### config.mk
export PLATFORM = sky130hd
export DESIGN_NAME = nv_ram_rws_64x18_fifo_ctrl
export DESIGN_NICKNAME = d
export VERILOG_FILES = /design/src/rtl/nv_ram_rws_64x18_fifo_ctrl.sv
export SDC_FILE = /design/constraint.sdc
export NUM_CORES = 1
export LEC_CHECK = 0
export BUFFER_PORTS_ARGS = -buffer_cell sky130_fd_sc_hd__buf_2
export CAP_MARGIN = 20
export CORE_MARGIN = 5
export CORE_UTILIZATION = 45
export DETAILED_ROUTE_END_ITERATION = 16
export PLACE_DENSITY = 0.84
export SKIP_LAST_GASP = 1
export SYNTH_ARGS = -nofsm -noshare
export SYNTH_HDL_FRONTEND = slang
export SYNTH_SLANG_ARGS = --single-unit
### constraint.sdc
create_clock -name nvdla_core_clk -period 3.3 [get_ports nvdla_core_clk]
set_input_delay 0.99 -clock nvdla_core_clk [delete_from_list [all_inputs] [get_ports nvdla_core_clk]]
set_output_delay 0.99 -clock nvdla_core_clk [all_outputs]
set_load 0.02 [all_outputs]
### src/rtl/nv_ram_rws_64x18_fifo_ctrl.sv
// nv_ram_rws_64x18_fifo_ctrl
//
// Flow-controlled 64-entry x 18-bit FIFO controller. The storage is an external
// nv_ram_rws_64x18 instance in the parent. This block drives the RAM write port
// and captures the read address in the RAM. The RAM's combinational output
// (ram_dout) is the head payload of the read stream.
//
// Ports:
//   nvdla_core_clk   clock; all state changes on its rising edge
//   nvdla_core_rstn  asynchronous active-low reset
//   wr_pvld/wr_prdy/wr_pd   write stream (18-bit payload)
//   rd_pvld/rd_prdy/rd_pd   read stream; rd_pd is ram_dout
//   wr_count         occupancy 0..64, including the displayed head entry
//   wr_afull         occupancy >= AFULL_THRESH
//   idle             empty and no write being accepted this cycle
//   ram_we/ram_wa/ram_di    RAM write port
//   ram_re/ram_ra           RAM read-address capture port
//   ram_dout         RAM read data from its registered read address
//
// Parameter:
//   AFULL_THRESH     almost-full level, legal range 1..64

module nv_ram_rws_64x18_fifo_ctrl #(
  parameter int unsigned AFULL_THRESH = 60
) (
  input  logic        nvdla_core_clk,
  input  logic        nvdla_core_rstn,
  input  logic        wr_pvld,
  output logic        wr_prdy,
  input  logic [17:0] wr_pd,
  output logic        rd_pvld,
  input  logic        rd_prdy,
  output logic [17:0] rd_pd,
  output logic [6:0]  wr_count,
  output logic        wr_afull,
  output logic        idle,
  output logic        ram_we,
  output logic [5:0]  ram_wa,
  output logic [17:0] ram_di,
  output logic        ram_re,
  output logic [5:0]  ram_ra,
  input  logic [17:0] ram_dout
);

  localparam logic [6:0] FULL_LVL  = 7'd64;
  localparam logic [6:0] AFULL_LVL = 7'(AFULL_THRESH);

  // State
  logic [5:0] wr_ptr_reg;
  logic [5:0] rd_ptr_reg;
  logic [6:0] occ_reg;    // entries held, including the displayed head
  logic [6:0] pend_reg;   // entries written but not yet fetched
  logic       out_vld_reg;

  logic [5:0] wr_ptr_next;
  logic [5:0] rd_ptr_next;
  logic [6:0] occ_next;
  logic [6:0] pend_next;
  logic       out_vld_next;

  logic accept;
  logic pop;
  logic fetch;

  // A full FIFO refuses writes even when a pop happens in the same cycle.
  // This keeps wr_prdy a pure register decode, with no path from rd_prdy.
  assign wr_prdy = (occ_reg != FULL_LVL);

  // The reset term blocks RAM writes and fetches while reset is held.
  assign accept = wr_pvld & wr_prdy & nvdla_core_rstn;
  assign pop    = out_vld_reg & rd_prdy;

  // Fetch when the read-address register is empty or is being freed by a pop.
  // A stalled head (out_vld & !pop) blocks any fetch, so rd_pd stays stable.
  assign fetch  = (pend_reg != 7'd0) & (~out_vld_reg | pop) & nvdla_core_rstn;

  always_comb begin
    wr_ptr_next  = wr_ptr_reg;
    rd_ptr_next  = rd_ptr_reg;
    occ_next     = occ_reg + {6'd0, accept} - {6'd0, pop};
    pend_next    = pend_reg + {6'd0, accept} - {6'd0, fetch};
    out_vld_next = fetch | (out_vld_reg & ~pop);
    if (accept) begin
      wr_ptr_next = wr_ptr_reg + 6'd1;   // wraps 63 -> 0
    end
    if (fetch) begin
      rd_ptr_next = rd_ptr_reg + 6'd1;
    end
  end

  always_ff @(posedge nvdla_core_clk or negedge nvdla_core_rstn) begin
    if (!nvdla_core_rstn) begin
      wr_ptr_reg  <= 6'd0;
      rd_ptr_reg  <= 6'd0;
      occ_reg     <= 7'd0;
      pend_reg    <= 7'd0;
      out_vld_reg <= 1'b0;
    end else begin
      wr_ptr_reg  <= wr_ptr_next;
      rd_ptr_reg  <= rd_ptr_next;
      occ_reg     <= occ_next;
      pend_reg    <= pend_next;
      out_vld_reg <= out_vld_next;
    end
  end

  // RAM ports. The write address and data are shown at all times; ram_we
  // qualifies them. ram_ra always shows the next entry to fetch.
  assign ram_we = accept;
  assign ram_wa = wr_ptr_reg;
  assign ram_di = wr_pd;
  assign ram_re = fetch;
  assign ram_ra = rd_ptr_reg;

  // Read stream and status
  assign rd_pvld  = out_vld_reg;
  assign rd_pd    = ram_dout;
  assign wr_count = occ_reg;
  assign wr_afull = (occ_reg >= AFULL_LVL);
  assign idle     = (occ_reg == 7'd0) & ~accept;

endmodule

==> After elaboration in Yosys (flattened, before gate mapping) <==
Cells that the tools add are included.
Widths: inputs -> output; s select.
{ "totals": {"regBits": 27, "inputBits": 40} }
{ "classes": {"eq_ne": 1, "addsub": 6, "magnitude_cmp": 1, "n_bitwise": 12, "reduce_logical": 2} }
{ "ops": {"columns": ["operator", "count"], "rows": [
  ["$add 7x1->7", 2],
  ["$sub 7x1->7", 2],
  ["$add 6x1->6 const B", 2],
  ["$and 1x1->1", 7],
  ["$ge 7x6->1 const B", 1],
  ["$logic_not 7->1", 1],
  ["$ne 7x7->1 const B", 1],
  ["$reduce_bool 7->1", 1],
  ["$not 1->1", 3],
  ["$or 1x1->1", 2]
]} }

==> Longest topological paths before layout <==
Gate-level depths: netlist (run 1).
{ "depth": {"depth_word": 5, "mapped_depth": 14} }

==> Worst setup path before layout (run 1) <==
No wires, ideal clock.
{ "synth_path": {"kind": "input port to flip-flop", "start": "input port nvdla_core_rstn", "end": "register occ_reg[6], in the netlist wr_count[6]", "path_buffers": 0, "setup_time_ns": 0.080, "path_stages": 11, "setup_slack_ns": 0.223, "required_time_ns": 3.220, "arrival_time_ns": 2.997, "path_cell_list": "nand2_1 > a41oi_4 > inv_1 > ha_1 > inv_1 > ha_1 > fa_1 > a21oi_1 > o311ai_0 > a21oi_1 > xnor2_1"} }
{ "synth_between": {"elab_chain_cells": 3} }
{ "synth_lines": {"columns": ["item", "line", "text"], "rows": [
  ["start, declared", "27", "input logic nvdla_core_rstn,"],
  ["$and 1x1->1", "70", "assign accept = wr_pvld & wr_prdy & nvdla_core_rstn;"],
  ["net ram_we", "37", "output logic ram_we,"],
  ["$add 7x1->7", "80", "occ_next = occ_reg + {6'd0, accept} - {6'd0, pop};"],
  ["$sub 7x1->7", "80", null],
  ["net occ_next[6]", "57", "logic [6:0] occ_next;"],
  ["end signal, assigned", "101", "occ_reg <= occ_next;"],
  ["end, declared", "51", "logic [6:0] occ_reg;"]
]} }
The timed path passes the listed nets, and every way through them passes these cells.
A chain may end at the register's enable or synchronous reset.

==> Worst setup path in the final report (run 1) <==
{ "layout_path": {"start": "input port nvdla_core_rstn", "end": "register occ_reg[6], in the netlist wr_count[6]"} }
{ "layout_between": {"elab_chain_cells": 3} }
{ "layout_lines": {"columns": ["item", "line"], "rows": [
  ["$and 1x1->1", "70"],
  ["$add 7x1->7", "80"],
  ["$sub 7x1->7", "80"],
  ["net occ_next[6]", "57"]
]} }
The timed path passes the listed nets, and every way through them passes these cells.

==> results of run 1 <==
cell usage in the layout (no fill, tap or decap), types with 5 or more instances in the layout:
| cell | count |
|---|---|
| sky130_fd_sc_hd__nand3_1 | 5 |
| sky130_fd_sc_hd__nand4_1 | 7 |
| sky130_fd_sc_hd__xnor2_1 | 15 |
| sky130_fd_sc_hd__inv_1 | 25 |
| sky130_fd_sc_hd__buf_2 | 28 |
| sky130_fd_sc_hd__dfrtp_1 | 27 |
| sky130_fd_sc_hd__nand2_1 | 6 |
| sky130_fd_sc_hd__a21oi_1 | 5 |
| sky130_fd_sc_hd__ha_1 | 24 |
cell type report:
type	instances	area, µm²
fillers	396	2320
multi-input cells	102	895
flip-flops and latches	27	676
repair buffers	32	170
inverters	25	93.8
well taps	52	65.1
clock buffers	4	45.0
per-stage QoR:
| step | std cells | hold WS, ns |
|---|---|---|
| floorplan | 191 | 0.501 |
| global placement | 238 | 0.459 |
| detailed placement | 238 | 0.467 |
| CTS | 242 | 0.481 |
| global route | 242 | 0.527 |
| finish | 242 | 0.474 |
cells in the mapped netlist, types with 4 or more instances:
| library cell | instances |
|---|---|
| sky130_fd_sc_hd__nand3_1 | 5 |
| sky130_fd_sc_hd__xnor2_1 | 15 |
| sky130_fd_sc_hd__nand4_1 | 7 |
| sky130_fd_sc_hd__buf_4 | 36 |
| sky130_fd_sc_hd__ha_1 | 24 |
| sky130_fd_sc_hd__dfrtp_1 | 27 |
| sky130_fd_sc_hd__nor2_1 | 4 |
| sky130_fd_sc_hd__inv_1 | 25 |
| sky130_fd_sc_hd__a21oi_1 | 5 |
| sky130_fd_sc_hd__nand2_1 | 6 |
| sky130_fd_sc_hd__xor2_1 | 4 |
report_power, final:
group	internal (mW)	switching, mW	total [mW]
clock network	0.0865	0.105	0.191
registers	0.511	0.174	0.684
logic	0.595	0.748	1.34
total	1.19	1.03	2.22
critical path: stages:
cell and delay, ns:
sky130_fd_sc_hd__buf_2 0.13, sky130_fd_sc_hd__nand2_1 0.11, sky130_fd_sc_hd__a41oi_4 0.19, sky130_fd_sc_hd__inv_1 0.07
sky130_fd_sc_hd__ha_1 0.27, sky130_fd_sc_hd__inv_1 0.04, sky130_fd_sc_hd__ha_1 0.20, sky130_fd_sc_hd__fa_1 0.40
sky130_fd_sc_hd__a21oi_1 0.22, sky130_fd_sc_hd__o311ai_0 0.15, sky130_fd_sc_hd__a21oi_1 0.20, sky130_fd_sc_hd__xnor2_1 0.14
cell families after synthesis:
group | after synthesis | synth area share, %
adder cells (fa/ha/maj) | 26 | 17.5
AO/OA/AOI/OAI | 19 | 7.97
buffers and inverters | 62 | 19.3
multiplexers | 2 | 1.35
flip-flops | 27 | 34.7
AND/OR/NAND/NOR | 36 | 10.6
XOR/XNOR | 19 | 8.55
worst min path at each step:
stage                                startpoint                    end  slack [ns]  cells after the start
after floorplan           pend_reg[0]$_DFF_PN0_      rd_pvld$_DFF_PN0_        0.50                      2
after global placement    ram_ra[5]$_DFFE_PN0P_  ram_ra[5]$_DFFE_PN0P_        0.46                      1
after detailed placement  ram_ra[5]$_DFFE_PN0P_  ram_ra[5]$_DFFE_PN0P_        0.47                      1
after CTS                 ram_ra[5]$_DFFE_PN0P_  ram_ra[5]$_DFFE_PN0P_        0.48                      1
after global routing      ram_ra[5]$_DFFE_PN0P_  ram_ra[5]$_DFFE_PN0P_        0.53                      1
final                     ram_ra[5]$_DFFE_PN0P_  ram_ra[5]$_DFFE_PN0P_        0.47                      1
metal layers:
| layer | global-route usage, % | up-vias | wire length [µm] |
|---|---|---|---|
| met5 | 0 | - | 0 |
| met4 | 4.08 | 0 | 34 |
| met3 | 2.37 | 2 | 175 |
| met2 | 21.2 | 31 | 1590 |
| met1 | 14.8 | 591 | 1420 |
| li1 | - | 586 | - |
==> out/summary.txt, run 1 <==
=================================================================================
Floorplan die width ................................................      75.8 µm
Summed instance area of the synthesized netlist ....................     1950 µm²
IO Count ...........................................................          101
Leak ...............................................................     0.980 nW
Tmin final .........................................................      2.89 ns
CP Launch Type ..................................................... primary input
Detailed placement HPWL ............................................      2.57 mm
Number of nets with antenna violations after routing ...............            0
Die span in y ......................................................      75.8 µm
VDD IR max .........................................................     0.276 mV
Count of distinct cell types in the synthesized netlist ............           33
Count of flip-flops with a built-in enable after synthesis .........            0
FP Rows ............................................................           24
H-tree depth reported by CTS .......................................            1
Max Slew Vio Count .................................................            0
CTS tree ...........................................................         done
Slack of the worst reg-to-reg path .................................      0.55 ns
Slew @ Worst Pin ...................................................     0.340 ns
Fraction of final layout cells sized beyond drive strength 1 .......        22.6%
Nets ...............................................................          257
Capturing element type of the critical path ........................     register
GP Congestion ......................................................        0.756
Pwr Total ..........................................................      2.22 mW
Antenna violations before repair ...................................            0
First-pass GRT wire length .........................................      5.51 mm
Launching instance or port of the critical path .................... nvdla_core_rstn
Run status ......................................................... finished, final reports clean
Clock network latency to the later pin of the worst-skew pair ......      0.27 ns
Number of global-route vias before repair ..........................        1,256
Syn Inst Count .....................................................          191
Final cycle utilization of the critical path .......................        87.5%
Final-layout setup total negative slack ............................         0 ns
Dominant synthesized flop cell ..................................... sky130_fd_sc_hd__dfrtp_1
Final design area excluding fillers ................................     1940 µm²
Portion of synthesized cell area occupied by the leading cell type .        34.7%
Power per cell area ................................................  1140 nW/µm²
CTS sink cnt .......................................................           27
Source of the worst register-to-register timing path ............... pend_reg[3]$_DFF_PN0_
Die Area ...........................................................     5740 µm²
Number of cell instances on the worst register-to-register path ....           13
Root cell of the clock tree ........................................ sky130_fd_sc_hd__clkbuf_8
Violation count after the first detailed-route iteration ...........           62
Final Worst Setup Slack ............................................     0.413 ns
Initial cell density of the core ...................................        45.6%
Largest clock skew in the final design .............................   0.00174 ns
Share of the yosys chip area belonging to registers ................        34.7%
Worst-path fanout max ..............................................            4
Routed wirelength normalized by instance count .....................      13.3 µm
First drt pass iteration count .....................................            5
Top area cells in the synthesized netlist .......................... sky130_fd_sc_hd__dfrtp_1 35%, sky130_fd_sc_hd__ha_1 15%, sky130_fd_sc_hd__buf_4 14%, sky130_fd_sc_hd__xnor2_1 6.8%, sky130_fd_sc_hd__inv_1 4.8%
Final number of setup-violating endpoints ..........................            0
Vias post-DR .......................................................        1,210
Setup repair after global routing missed its margin ................        false
Net count after synthesis ..........................................          257
Clock transition at path regs ......................................      0.09 ns
Required time of the critical path .................................      3.50 ns
PortBufs ...........................................................           28
Average cell area after synthesis ..................................     10.2 µm²
Yosys warnings .....................................................            0
Critical path data arrival time ....................................      3.08 ns
Gr usage total .....................................................        12.1%
Max frequency ......................................................    0.346 GHz
Remaining global-route overflow ....................................            0
Post-placement setup slack .........................................     0.137 ns
Number of vias per cell after detailed routing .....................         5.00
Number of DRC violations after detailed routing ....................            0
Reg-to-reg endpoint ................................................ pend_reg[6]$_DFF_PN0_
Number of buffers added for setup after CTS ........................            0
Headroom to the max-slew limit .....................................        77.0%
Share of synthesized flip-flops with an asynchronous set or reset ..         100%
Max_cap viols ......................................................            0
Share of the core filled with cells ................................        45.6%
Maximum number of pins on one net before global-route repair .......           15
Area post-placement ................................................     1900 µm²
Final hold violation count .........................................            0
Area added between synthesis and finish ............................     -0.0646%
Count of state elements after synthesis ............................           27
Number of buffers between clock root and the deepest sink ..........            2
Count of hold-fix buffers inserted at cts ..........................            0
Type of the most critical hold path ................................   reg -> reg
Core ar. ...........................................................     4260 µm²
Setup CP Type ......................................................    in -> reg
Antenna diodes .....................................................            0
Cell type contributing the most total cell area after synthesis .... sky130_fd_sc_hd__dfrtp_1
Number of buffers created by CTS ...................................            3
Endpoint of the most critical setup path ........................... wr_count[6]$_DFF_PN0_
Final wirelength ...................................................      3.22 mm
PostCTS Resize Cnt .................................................            0
=================================================================================
Note: power is estimated with default switching activity, not from simulation.
==> run 2, diff against run 1 <==
--- a/config.mk
+++ b/config.mk
@@ -5,7 +5,7 @@
 export SDC_FILE = /design/constraint.sdc
 export NUM_CORES = 1
 export LEC_CHECK = 0
-export BUFFER_PORTS_ARGS = -buffer_cell sky130_fd_sc_hd__buf_2
+export BUFFER_PORTS_ARGS = -buffer_cell sky130_fd_sc_hd__buf_4
 export CAP_MARGIN = 20
 export CORE_MARGIN = 5
 export CORE_UTILIZATION = 45
==> run 2 against run 1 <==
Compared with the run above:
- clock power decreased by 4%
- worst setup slack gained 0.021 ns
- core utilization grew 1.6 points
- routed wire length down 4.5%
- die area unchanged
- via count down 0.74%
- total power increased by 2.3%
- sequential share of layout area shrank 1.2 points
- non-clock buffer count unchanged
==> out/summary.txt, run 2 (same netlist as run 1, synthesis figures left out) <==
==============================================================================
Run status ...................................................... finished, final reports clean
Final hold violation count ......................................            0
Leak ............................................................      1.00 nW
Critical path data arrival time .................................      3.06 ns
Slew @ Worst Pin ................................................     0.347 ns
Final wirelength ................................................      3.08 mm
Detailed placement HPWL .........................................      2.50 mm
Area added between synthesis and finish .........................        3.54%
Reg-to-reg endpoint ............................................. wr_count[6]$_DFF_PN0_
H-tree depth reported by CTS ....................................            1
First drt pass iteration count ..................................            4
Worst hold slack across all endpoints ...........................     0.477 ns
Core ar. ........................................................     4260 µm²
Max_cap viols ...................................................            0
Top delay family on crit path ...................................  adder cells
IO Count ........................................................          101
Power per cell area .............................................  1130 nW/µm²
Capture endpoint of the worst hold path ......................... ram_ra[5]$_DFFE_PN0P_
PostCTS Resize Cnt ..............................................            0
Fraction of final layout cells sized beyond drive strength 1 ....        22.6%
Final design area excluding fillers .............................     2010 µm²
CP Launch Type .................................................. primary input
Area post-placement .............................................     1970 µm²
Number of cell instances on the worst register-to-register path .           12
Post-Place Cells ................................................          238
Nets ............................................................          257
Largest stage delay on the critical path ........................      0.40 ns
FP Rows .........................................................           24
Required time of the critical path ..............................      3.50 ns
Number of vias per cell after detailed routing ..................         4.96
Number of nets with antenna violations after routing ............            0
Final number of setup-violating endpoints .......................            0
Setup CP Type ...................................................    in -> reg
Setup repair after global routing missed its margin .............        false
Most frequent cells in the layout ............................... 32 x sky130_fd_sc_hd__buf_4, 27 x sky130_fd_sc_hd__dfrtp_1, 25 x sky130_fd_sc_hd__inv_1, 24 x sky130_fd_sc_hd__ha_1, 15 x sky130_fd_sc_hd__xnor2_1
Vias post-DR ....................................................        1,201
Number of DRC violations after detailed routing .................            0
Routed wirelength normalized by instance count ..................      12.7 µm
Largest clock skew in the final design ..........................   0.00397 ns
Max frequency ...................................................    0.349 GHz
Slack of the worst reg-to-reg path ..............................      0.55 ns
VDD IR max ......................................................     0.330 mV
CTS tree ........................................................         done
Number of buffers created by CTS ................................            3
Worst-path fanout max ...........................................            4
Final-layout setup total negative slack .........................         0 ns
Die span in y ...................................................      75.8 µm
Count of hold-fix buffers inserted at cts .......................            0
Type of the most critical hold path .............................   reg -> reg
CTS sink cnt ....................................................           27
Tmin final ......................................................      2.87 ns
Number of buffers added for setup after CTS .....................            0
Root cell of the clock tree ..................................... sky130_fd_sc_hd__clkbuf_8
Maximum number of pins on one net before global-route repair ....           15
Fillcell total ..................................................          385
Ordered cell list for the critical path ......................... buf_4, nand2_1, a41oi_4, inv_1, ha_1, inv_1, ha_1, fa_1, a21oi_1, o311ai_0, a21oi_1, xnor2_1
Buffer and inverter count on the worst path .....................            3
Violation count after the first detailed-route iteration ........           67
Capturing element type of the critical path .....................     register
First-pass GRT wire length ......................................      5.15 mm
Initial cell density of the core ................................        45.6%
Leading cell type in the layout, fill and taps excluded ......... sky130_fd_sc_hd__buf_4
Clock transition at path regs ...................................      0.09 ns
Final cycle utilization of the critical path ....................        86.9%
PortBufs ........................................................           28
Max Slew Vio Count ..............................................            0
Antenna diodes ..................................................            0
Gr usage total ..................................................        11.5%
Hold Path Cell Cnt ..............................................            1
Headroom to the max-slew limit ..................................        76.6%
Slowest library cell on the worst path .......................... sky130_fd_sc_hd__fa_1
Source of the worst register-to-register timing path ............ wr_count[4]$_DFF_PN0_
GP Congestion ...................................................        0.796
Number of buffers between clock root and the deepest sink .......            2
Final Instance Count excl. Fillers ..............................          242
Remaining global-route overflow .................................            0
Floorplan die width .............................................      75.8 µm
Clock network latency to the later pin of the worst-skew pair ...      0.27 ns
Antenna violations before repair ................................            0
Launch instance of the worst min-delay path ..................... ram_ra[5]$_DFFE_PN0P_
Die Area ........................................................     5740 µm²
Number of global-route vias before repair .......................        1,179
==============================================================================
==> run 2: final cells by class <==
type,instances,area [µm²],share of cell area [%]
sequential,27,676,33.5
multi-input combinational,102,895,44.4
clock buffer,4,45.0,2.24
inverter,25,93.8,4.66
tap,52,65.1,3.23
timing repair buffer,32,240,11.9
==> run 2: worst max-delay path by stage <==
stage                          startpoint               endpoint  slack [ns]  cells after the start
final                     nvdla_core_rstn  wr_count[6]$_DFF_PN0_        0.43                     12
after global routing      nvdla_core_rstn  wr_count[6]$_DFF_PN0_        0.30                     12
after CTS                 nvdla_core_rstn  wr_count[6]$_DFF_PN0_        0.43                     12
after detailed placement  nvdla_core_rstn  wr_count[6]$_DFF_PN0_        0.14                     12
after global placement    nvdla_core_rstn  wr_count[6]$_DFF_PN0_        0.19                     12
after floorplan           nvdla_core_rstn  wr_count[6]$_DFF_PN0_        0.22                     11
==> run 2: worst reg2reg max path: stages (launching register included) <==
cell and delay, ns:
sky130_fd_sc_hd__dfrtp_1 0.44, sky130_fd_sc_hd__inv_1 0.08, sky130_fd_sc_hd__ha_1 0.26, sky130_fd_sc_hd__a41oi_4 0.22, sky130_fd_sc_hd__inv_1 0.07, sky130_fd_sc_hd__ha_1 0.28
sky130_fd_sc_hd__inv_1 0.04, sky130_fd_sc_hd__ha_1 0.20, sky130_fd_sc_hd__fa_1 0.40, sky130_fd_sc_hd__a21oi_1 0.21, sky130_fd_sc_hd__o311ai_0 0.15, sky130_fd_sc_hd__a21oi_1 0.21
sky130_fd_sc_hd__xnor2_1 0.13
==> run 2: per-layer routing <==
layer | up-vias | track usage [%] | wire (µm)
li1 | 584 | - | -
met1 | 582 | 13.4 | 1330
met2 | 33 | 20.0 | 1510
met3 | 2 | 2.77 | 205
met4 | 0 | 4.66 | 34
met5 | - | 0 | 0
==> run 2: where the power goes <==
group | internal (mW) | total (mW) | switching [mW] | leakage (nW)
logic | 0.661 | 1.40 | 0.734 | 0.657
registers | 0.511 | 0.691 | 0.180 | 0.321
clock network | 0.0863 | 0.183 | 0.0969 | 0.0228
==> run 2: through the flow <==
step | utilization, % | worst slack (ns) | power, mW
after global placement | 46.2 | 0.191 | 2.06
after floorplan | - | 0.223 | 1.76
after global routing | 47.2 | 0.300 | 2.49
final | 47.2 | 0.434 | 2.27
after CTS | 47.2 | 0.434 | 2.30
after detailed placement | 46.2 | 0.142 | 2.10
